File: src/rtl/filter_pkg.sv
// Shared types and window geometry for the 9x9 filter scheduler.
package filter_pkg;

  typedef enum logic [2:0] {
    S_IDLE,
    S_LOAD,
    S_FIRE,
    S_WAIT,
    S_WRITE,
    S_DONE
  } state_t;

  localparam int WIN       = 9;
  localparam int WIN_HALF  = 4;
  localparam int WIN_PIX   = 81;
  localparam int LOAD_CYC  = 82;
  localparam int PIX_W_DEF = 10;

endpackage

File: src/rtl/window_addr_gen.sv
// Maps a window offset (dx,dy) around centre (cx,cy) to a source address,
// flagging coordinates that fall outside the image.
module window_addr_gen
  import filter_pkg::*;
#(
  parameter int IMG_W  = 64,
  parameter int IMG_H  = 64,
  parameter int ADDR_W = 12
) (
  input  logic [3:0]        dx,
  input  logic [3:0]        dy,
  input  logic [ADDR_W-1:0] cx,
  input  logic [ADDR_W-1:0] cy,
  output logic              in_image,
  output logic [ADDR_W-1:0] addr
);

  localparam int SW = ADDR_W + 2;
  localparam logic signed [SW-1:0] W_S    = SW'(IMG_W);
  localparam logic signed [SW-1:0] H_S    = SW'(IMG_H);
  localparam logic signed [SW-1:0] HALF_S = SW'(WIN_HALF);

  logic signed [SW-1:0] x;
  logic signed [SW-1:0] y;

  always_comb begin
    x = $signed({2'b00, cx}) + $signed(SW'(dx)) - HALF_S;
    y = $signed({2'b00, cy}) + $signed(SW'(dy)) - HALF_S;
    in_image = !x[SW-1] && (x < W_S) && !y[SW-1] && (y < H_S);
    addr = ADDR_W'(y * W_S + x);
  end

endmodule

File: src/rtl/filter_window_scheduler.sv
// Raster-scan sequencer: gathers each 9x9 neighbourhood, triggers the filter
// datapath, waits its latency and writes the result pixel.
module filter_window_scheduler
  import filter_pkg::*;
#(
  parameter int IMG_W  = 64,
  parameter int IMG_H  = 64,
  parameter int PIX_W  = PIX_W_DEF,
  parameter int ADDR_W = 12,
  parameter int OP_LAT = 2
) (
  input  logic                     clk,
  input  logic                     rst,
  input  logic                     start,
  output logic                     busy,
  output logic                     done,
  output logic                     mem_rd_en,
  output logic [ADDR_W-1:0]        mem_rd_addr,
  input  logic [PIX_W-1:0]         mem_rd_data,
  output logic [WIN_PIX*PIX_W-1:0] op_data_bus,
  output logic                     op_refresh,
  input  logic [PIX_W-1:0]         op_out,
  output logic                     res_wr_en,
  output logic [ADDR_W-1:0]        res_wr_addr,
  output logic [PIX_W-1:0]         res_wr_data
);

  localparam int LW = (OP_LAT > 1) ? $clog2(OP_LAT) : 1;
  localparam logic [6:0]        SLOT_LAST = 7'(WIN_PIX - 1);
  localparam logic [6:0]        DRAIN_CYC = 7'(LOAD_CYC - 1);
  localparam logic [3:0]        D_LAST    = 4'(WIN - 1);
  localparam logic [LW-1:0]     LAT_LAST  = LW'(OP_LAT - 1);
  localparam logic [ADDR_W-1:0] X_LAST    = ADDR_W'(IMG_W - 1);
  localparam logic [ADDR_W-1:0] Y_LAST    = ADDR_W'(IMG_H - 1);

  state_t state, next_state;

  logic [6:0]        cnt;
  logic [3:0]        dx, dy;
  logic [ADDR_W-1:0] cx, cy, centre_addr;
  logic [LW-1:0]     lat_cnt;
  logic [PIX_W-1:0]  result;
  logic              fill_en, fill_in;
  logic [6:0]        fill_slot;
  logic              in_image, issue, last_pixel;
  logic [ADDR_W-1:0] src_addr;

  window_addr_gen #(
    .IMG_W (IMG_W),
    .IMG_H (IMG_H),
    .ADDR_W(ADDR_W)
  ) u_addr (
    .dx      (dx),
    .dy      (dy),
    .cx      (cx),
    .cy      (cy),
    .in_image(in_image),
    .addr    (src_addr)
  );

  assign issue      = (state == S_LOAD) && (cnt <= SLOT_LAST);
  assign last_pixel = (cx == X_LAST) && (cy == Y_LAST);

  always_ff @(posedge clk or negedge rst) begin
    if (!rst) state <= S_IDLE;
    else      state <= next_state;
  end

  always_comb begin
    next_state  = state;
    busy        = 1'b0;
    done        = 1'b0;
    mem_rd_en   = 1'b0;
    mem_rd_addr = '0;
    op_refresh  = 1'b0;
    res_wr_en   = 1'b0;
    res_wr_addr = '0;
    res_wr_data = '0;
    unique case (state)
      S_IDLE: if (start) next_state = S_LOAD;
      S_LOAD: begin
        busy = 1'b1;
        if (issue && in_image) begin
          mem_rd_en   = 1'b1;
          mem_rd_addr = src_addr;
        end
        if (cnt == DRAIN_CYC) next_state = S_FIRE;
      end
      S_FIRE: begin
        busy       = 1'b1;
        op_refresh = 1'b1;
        next_state = S_WAIT;
      end
      S_WAIT: begin
        busy = 1'b1;
        if (lat_cnt == LAT_LAST) next_state = S_WRITE;
      end
      S_WRITE: begin
        busy        = 1'b1;
        res_wr_en   = 1'b1;
        res_wr_addr = centre_addr;
        res_wr_data = result;
        next_state  = last_pixel ? S_DONE : S_LOAD;
      end
      S_DONE: begin
        done       = 1'b1;
        next_state = S_IDLE;
      end
      default: next_state = S_IDLE;
    endcase
  end

  always_ff @(posedge clk or negedge rst) begin
    if (!rst) begin
      cnt         <= '0;
      dx          <= '0;
      dy          <= '0;
      cx          <= '0;
      cy          <= '0;
      centre_addr <= '0;
      lat_cnt     <= '0;
      result      <= '0;
      fill_en     <= 1'b0;
      fill_in     <= 1'b0;
      fill_slot   <= '0;
      op_data_bus <= '0;
    end else begin
      // Slot issued this cycle is filled next cycle, when read data returns.
      fill_en   <= issue;
      fill_in   <= in_image;
      fill_slot <= cnt;
      if (fill_en) op_data_bus[PIX_W*fill_slot +: PIX_W] <= fill_in ? mem_rd_data : '0;

      if (state == S_LOAD) begin
        cnt <= cnt + 7'd1;
        if (dx == D_LAST) begin
          dx <= '0;
          dy <= dy + 4'd1;
        end else begin
          dx <= dx + 4'd1;
        end
      end else begin
        cnt <= '0;
        dx  <= '0;
        dy  <= '0;
      end

      if (state == S_WAIT) begin
        if (lat_cnt == LAT_LAST) result <= op_out;
        lat_cnt <= lat_cnt + 1'b1;
      end else begin
        lat_cnt <= '0;
      end

      if (state == S_IDLE) begin
        cx          <= '0;
        cy          <= '0;
        centre_addr <= '0;
      end else if (state == S_WRITE) begin
        centre_addr <= centre_addr + 1'b1;
        if (cx == X_LAST) begin
          cx <= '0;
          cy <= cy + 1'b1;
        end else begin
          cx <= cx + 1'b1;
        end
      end
    end
  end

endmodule

File: config.mk
export PLATFORM = sky130hd
export DESIGN_NAME = filter_window_scheduler
export DESIGN_NICKNAME = d
export VERILOG_FILES = /design/src/rtl/filter_pkg.sv /design/src/rtl/window_addr_gen.sv /design/src/rtl/filter_window_scheduler.sv
export SDC_FILE = /design/constraint.sdc
export NUM_CORES = 2
export LEC_CHECK = 0
export BUFFER_PORTS_ARGS = -buffer_cell sky130_fd_sc_hd__buf_2
export CAP_MARGIN = 20
export CORE_AREA = 10 10 327 329
export CTS_CLUSTER_SIZE = 10
export DETAILED_ROUTE_END_ITERATION = 12
export DIE_AREA = 0 0 337 339
export PLACE_DENSITY = 0.63
export SYNTH_ARGS = -nofsm -noshare
export SYNTH_HDL_FRONTEND = slang
export SYNTH_HIERARCHICAL = 1
export SYNTH_SLANG_ARGS = --single-unit
export TNS_END_PERCENT = 30
File: constraint.sdc
create_clock -name clk -period 4.4 [get_ports clk]
set_input_delay 0 -clock clk [delete_from_list [all_inputs] [get_ports clk]]
set_output_delay 0 -clock clk [all_outputs]
set_load 0.005 [all_outputs]
==> run metrics <==
standard-cell row count=116; # IOs=roughly 870; min-delay worst type=input port to asynchronous set/reset pin; period utilisation layout=97.2%; via count of the first global-routing pass=~34,000; final weighted congestion in routability-driven placement=between 0.9 and 1; post-synthesis cell count=about 3,500; clock tree from TritonCTS=yes; count of nets after finishing=4,550; detailed-router iteration count before antenna repair=6; count leader, synth=dfrtp_1; cell taking the most area after synthesis=dfrtp_1; Iter 0 DRT Violations=approximately 3,400; area share of the largest cell type after synthesis=between 50% and 60%; net count after synthesis=3,570; leakage dissipation=roughly 0.026 uW; final std cell area, no fill=50,700 um^2; Detailed Place HPWL=roughly 130,000 um; Detailed Route WL=174,000 um; Avg Synthesized Cell Area=between 10 and 15 um^2; pin slew with the least headroom to its limit=around 1.1 ns; sequential share of the synthesized area=54.5%; CTS Buf Count=a little over 100; overall power consumption=39,200 uW; Avg WL per Cell=30.0 um; H-Tree Depth=3; effective utilization at floorplan=between 40% and 50%; Cell Area, Synth=between 40,000 and 50,000 um^2; later-pin clock latency in the skew report=~0.69 ns; reg2reg setup slack=between 0.1 and 0.15 ns; initial antenna violation count=9; Chip Width=around 340 um; status=finished clean; WP data arrival=a little under 5 ns; nature of the critical path startpoint=flop; drt via density=a little under 6; DR vias=around 34,000; Synthesis Warnings=6; root cell of the clock tree=clkbuf_16; Seq cells post-synth=884; Post-synth top flop=dfrtp_1; number of buffers on the longest clock path=3; share of final-layout standard cells stronger than drive strength 1=between 40% and 50%; Final Hold Violating Endpoints=0; maximum number of pins on one net before global-route repair=102; total power divided by cell area=773 nW/um^2; post-layout worst setup margin=0.122 ns; normalized max-slew margin=between 20% and 30%; non-filler cells, final=approximately 5,800; number of different library cells in the post-synthesis netlist=between 90 and 100; setup repair after global routing missed its margin=true; IR drop worst, VDD=1090 uV; time the final worst path needs with I/O delays and setup=between 4 and 5 ns; top fanout value on the critical path=8; final setup fails=0; Worst-path clk slew=about 0.060 ns; post-route clock skew=about 0.040 ns; number of remaining DRC errors=0; # placed instances=5,636; Critical Path RT=4.99 ns; ranking of synthesized cells by area=dfrtp_1 (55%), mux2_2 (19%), o21ai_0 (3.2%); remaining global-route overflow=0; total global-route track usage=around 30%; total placed instance area=47,500 um^2; fraction of synthesis flops using an asynchronous set or reset pin=between 90% and 100%; pre-CTS WS=-0.126 ns; commonest cells in the netlist=dfrtp_1 (884), mux2_2 (680), nand2_1 (304); CTS sink cnt=between 800 and 900; max-slew violation count=0; fillcell total=between 9,000 and 10,000; crit end category=flop; number of violations of the max-capacitance limit=0; global-route wire length before repair=around 250,000 um; area growth from synthesis to layout=25.0%; I/O Buffers=approximately 870; timing-limited maximum frequency=approximately 230 MHz; vertical extent of the die=339 um; DIE AREA=about 110,000 um^2; Core Footprint=99,900 um^2; Crit Path Class=flop to flop; remaining antenna violation count=0; count of flip-flops with a built-in enable after synthesis=0
## state kept, by name (all words and copies together), names as in the netlist
name / flops
op_data_bus: 810
centre_addr: 12
cx: 12
cy: 12
result: 10
cnt: 7
fill_slot: 7
dx: 4
dy: 4
state: 3
fill_en: 1
fill_in: 1
lat_cnt: 1
## area by class of cell
cell class / count / area, um^2 / share of cell area, %
Multi-Input combinational cell: 2337 / 17700 / 34.8
Timing Repair Buffer: 1070 / 6200 / 12.2
Clock buffer: 120 / 2690 / 5.31
Tap cell: 1298 / 1620 / 3.20
Sequential cell: 884 / 22100 / 43.6
Clock inverter: 13 / 186 / 0.367
Inverter: 68 / 255 / 0.503
Antenna cell: 7 / 17.5 / 0.0345
## layer usage
layer	wire length, um	global-route usage [%]
met1	66500	36.2
met3	17300	9.07
met4	9970	14.5
met2	80000	46.8
met5	22	0
## final timing paths
path / depth (start not counted) / to / start
worst max-delay path: 10 / op_data_bus[657]$_DFFE_PN0P_ / fill_slot[1]$_DFF_PN0_
worst max register to register: 10 / op_data_bus[657]$_DFFE_PN0P_ / fill_slot[1]$_DFF_PN0_
max in group asynchronous: 4 / op_data_bus[205]$_DFFE_PN0P_ / rst
min in group clk: 3 / result[7]$_DFFE_PN0P_ / op_out[7]
worst min register to register: 0 / fill_slot[3]$_DFF_PN0_ / cnt[3]$_DFF_PN0_
worst min-delay path: 2 / op_data_bus[130]$_DFFE_PN0P_ / rst
## power by group
group          leakage [uW]  internal (uW)  switching (uW)  total (uW)
clock               0.00140           4330            3350        7680
sequential           0.0118           8790             530        9320
combinational        0.0127           6070           16100       22200
total                0.0259          19200           20000       39200
## critical path, stage by stage (launching register included)
cell and delay [ns]:
dfrtp_1 0.40, ha_1 0.30, ha_1 0.23, fa_2 0.45
xor2_1 0.32, nand3_1 0.30, nand2_2 0.33, nand2_1 0.36
nor3_1 0.92, nand3_1 0.24, mux2_2 0.32
## metrics by stage
step | utilization, % | hold WS [ns] | setup TNS [ns]
after floorplan | - | -0.296 | 0
after global placement | 47.6 | 0.156 | -1.17
after detailed placement | 47.6 | 0.156 | -2.07
after CTS | 50.7 | 0.00432 | 0
after global routing | 50.8 | 0.0370 | -0.133
final | 50.8 | 0.000210 | 0
## cells in the final DEF (no fill, tap or decap), types with 9 or more instances in the layout
cell           synthesis  routed
dfrtp_1              884     883
buf_2                 43     871
mux2_2               680     680
nand2_1              304     303
o21ai_0              262     257
nor2_1               249     240
buf_4                  3     158
nand3_1              114     110
clkbuf_16              0     104
nor3_1                69      68
inv_1                 67      67
a21oi_1               62      57
ha_1                  60      57
and3_1                55      51
o22ai_1               50      50
o41ai_1               34      34
nand4_1               30      30
xor2_1                23      23
mux2i_1               22      22
buf_12                 0      22
xnor2_1               26      21
or3_1                 20      20
or2_2                 20      20
and2_1                21      20
dlygate4sd3_1          0      17
a21o_1                16      16
o31ai_1               16      16
clkbuf_1             135      13
nor2b_1               11      11
nand2b_1              11      11
a22o_1                10      10
xnor2_2                5       9
o22a_1                 9       9
## logic make-up (layout without fill, tap and decap cells)
group / count (synthesis) / count (layout) / synth area share, %
AO/OA/AOI/OAI: 549 / 549 / 8.51
XOR/XNOR: 58 / 58 / 1.46
adder cells (fa/ha/maj): 64 / 64 / 2.05
buffers and inverters: 262 / 1271 / 2.60
flip-flops: 884 / 884 / 54.5
multiplexers: 702 / 702 / 19.4
other: 0 / 7 / 0
AND/OR/NAND/NOR: 964 / 964 / 11.5
## repair_timing
item,in CTS,in global routing
pin swaps,0,7
hold buffers,17,0
endpoints found under the setup margin,25,401
resized for setup,4,20
hold endpoints to repair,115,0
buffers inserted,0,2
Note: power is estimated with default switching activity, not from simulation.
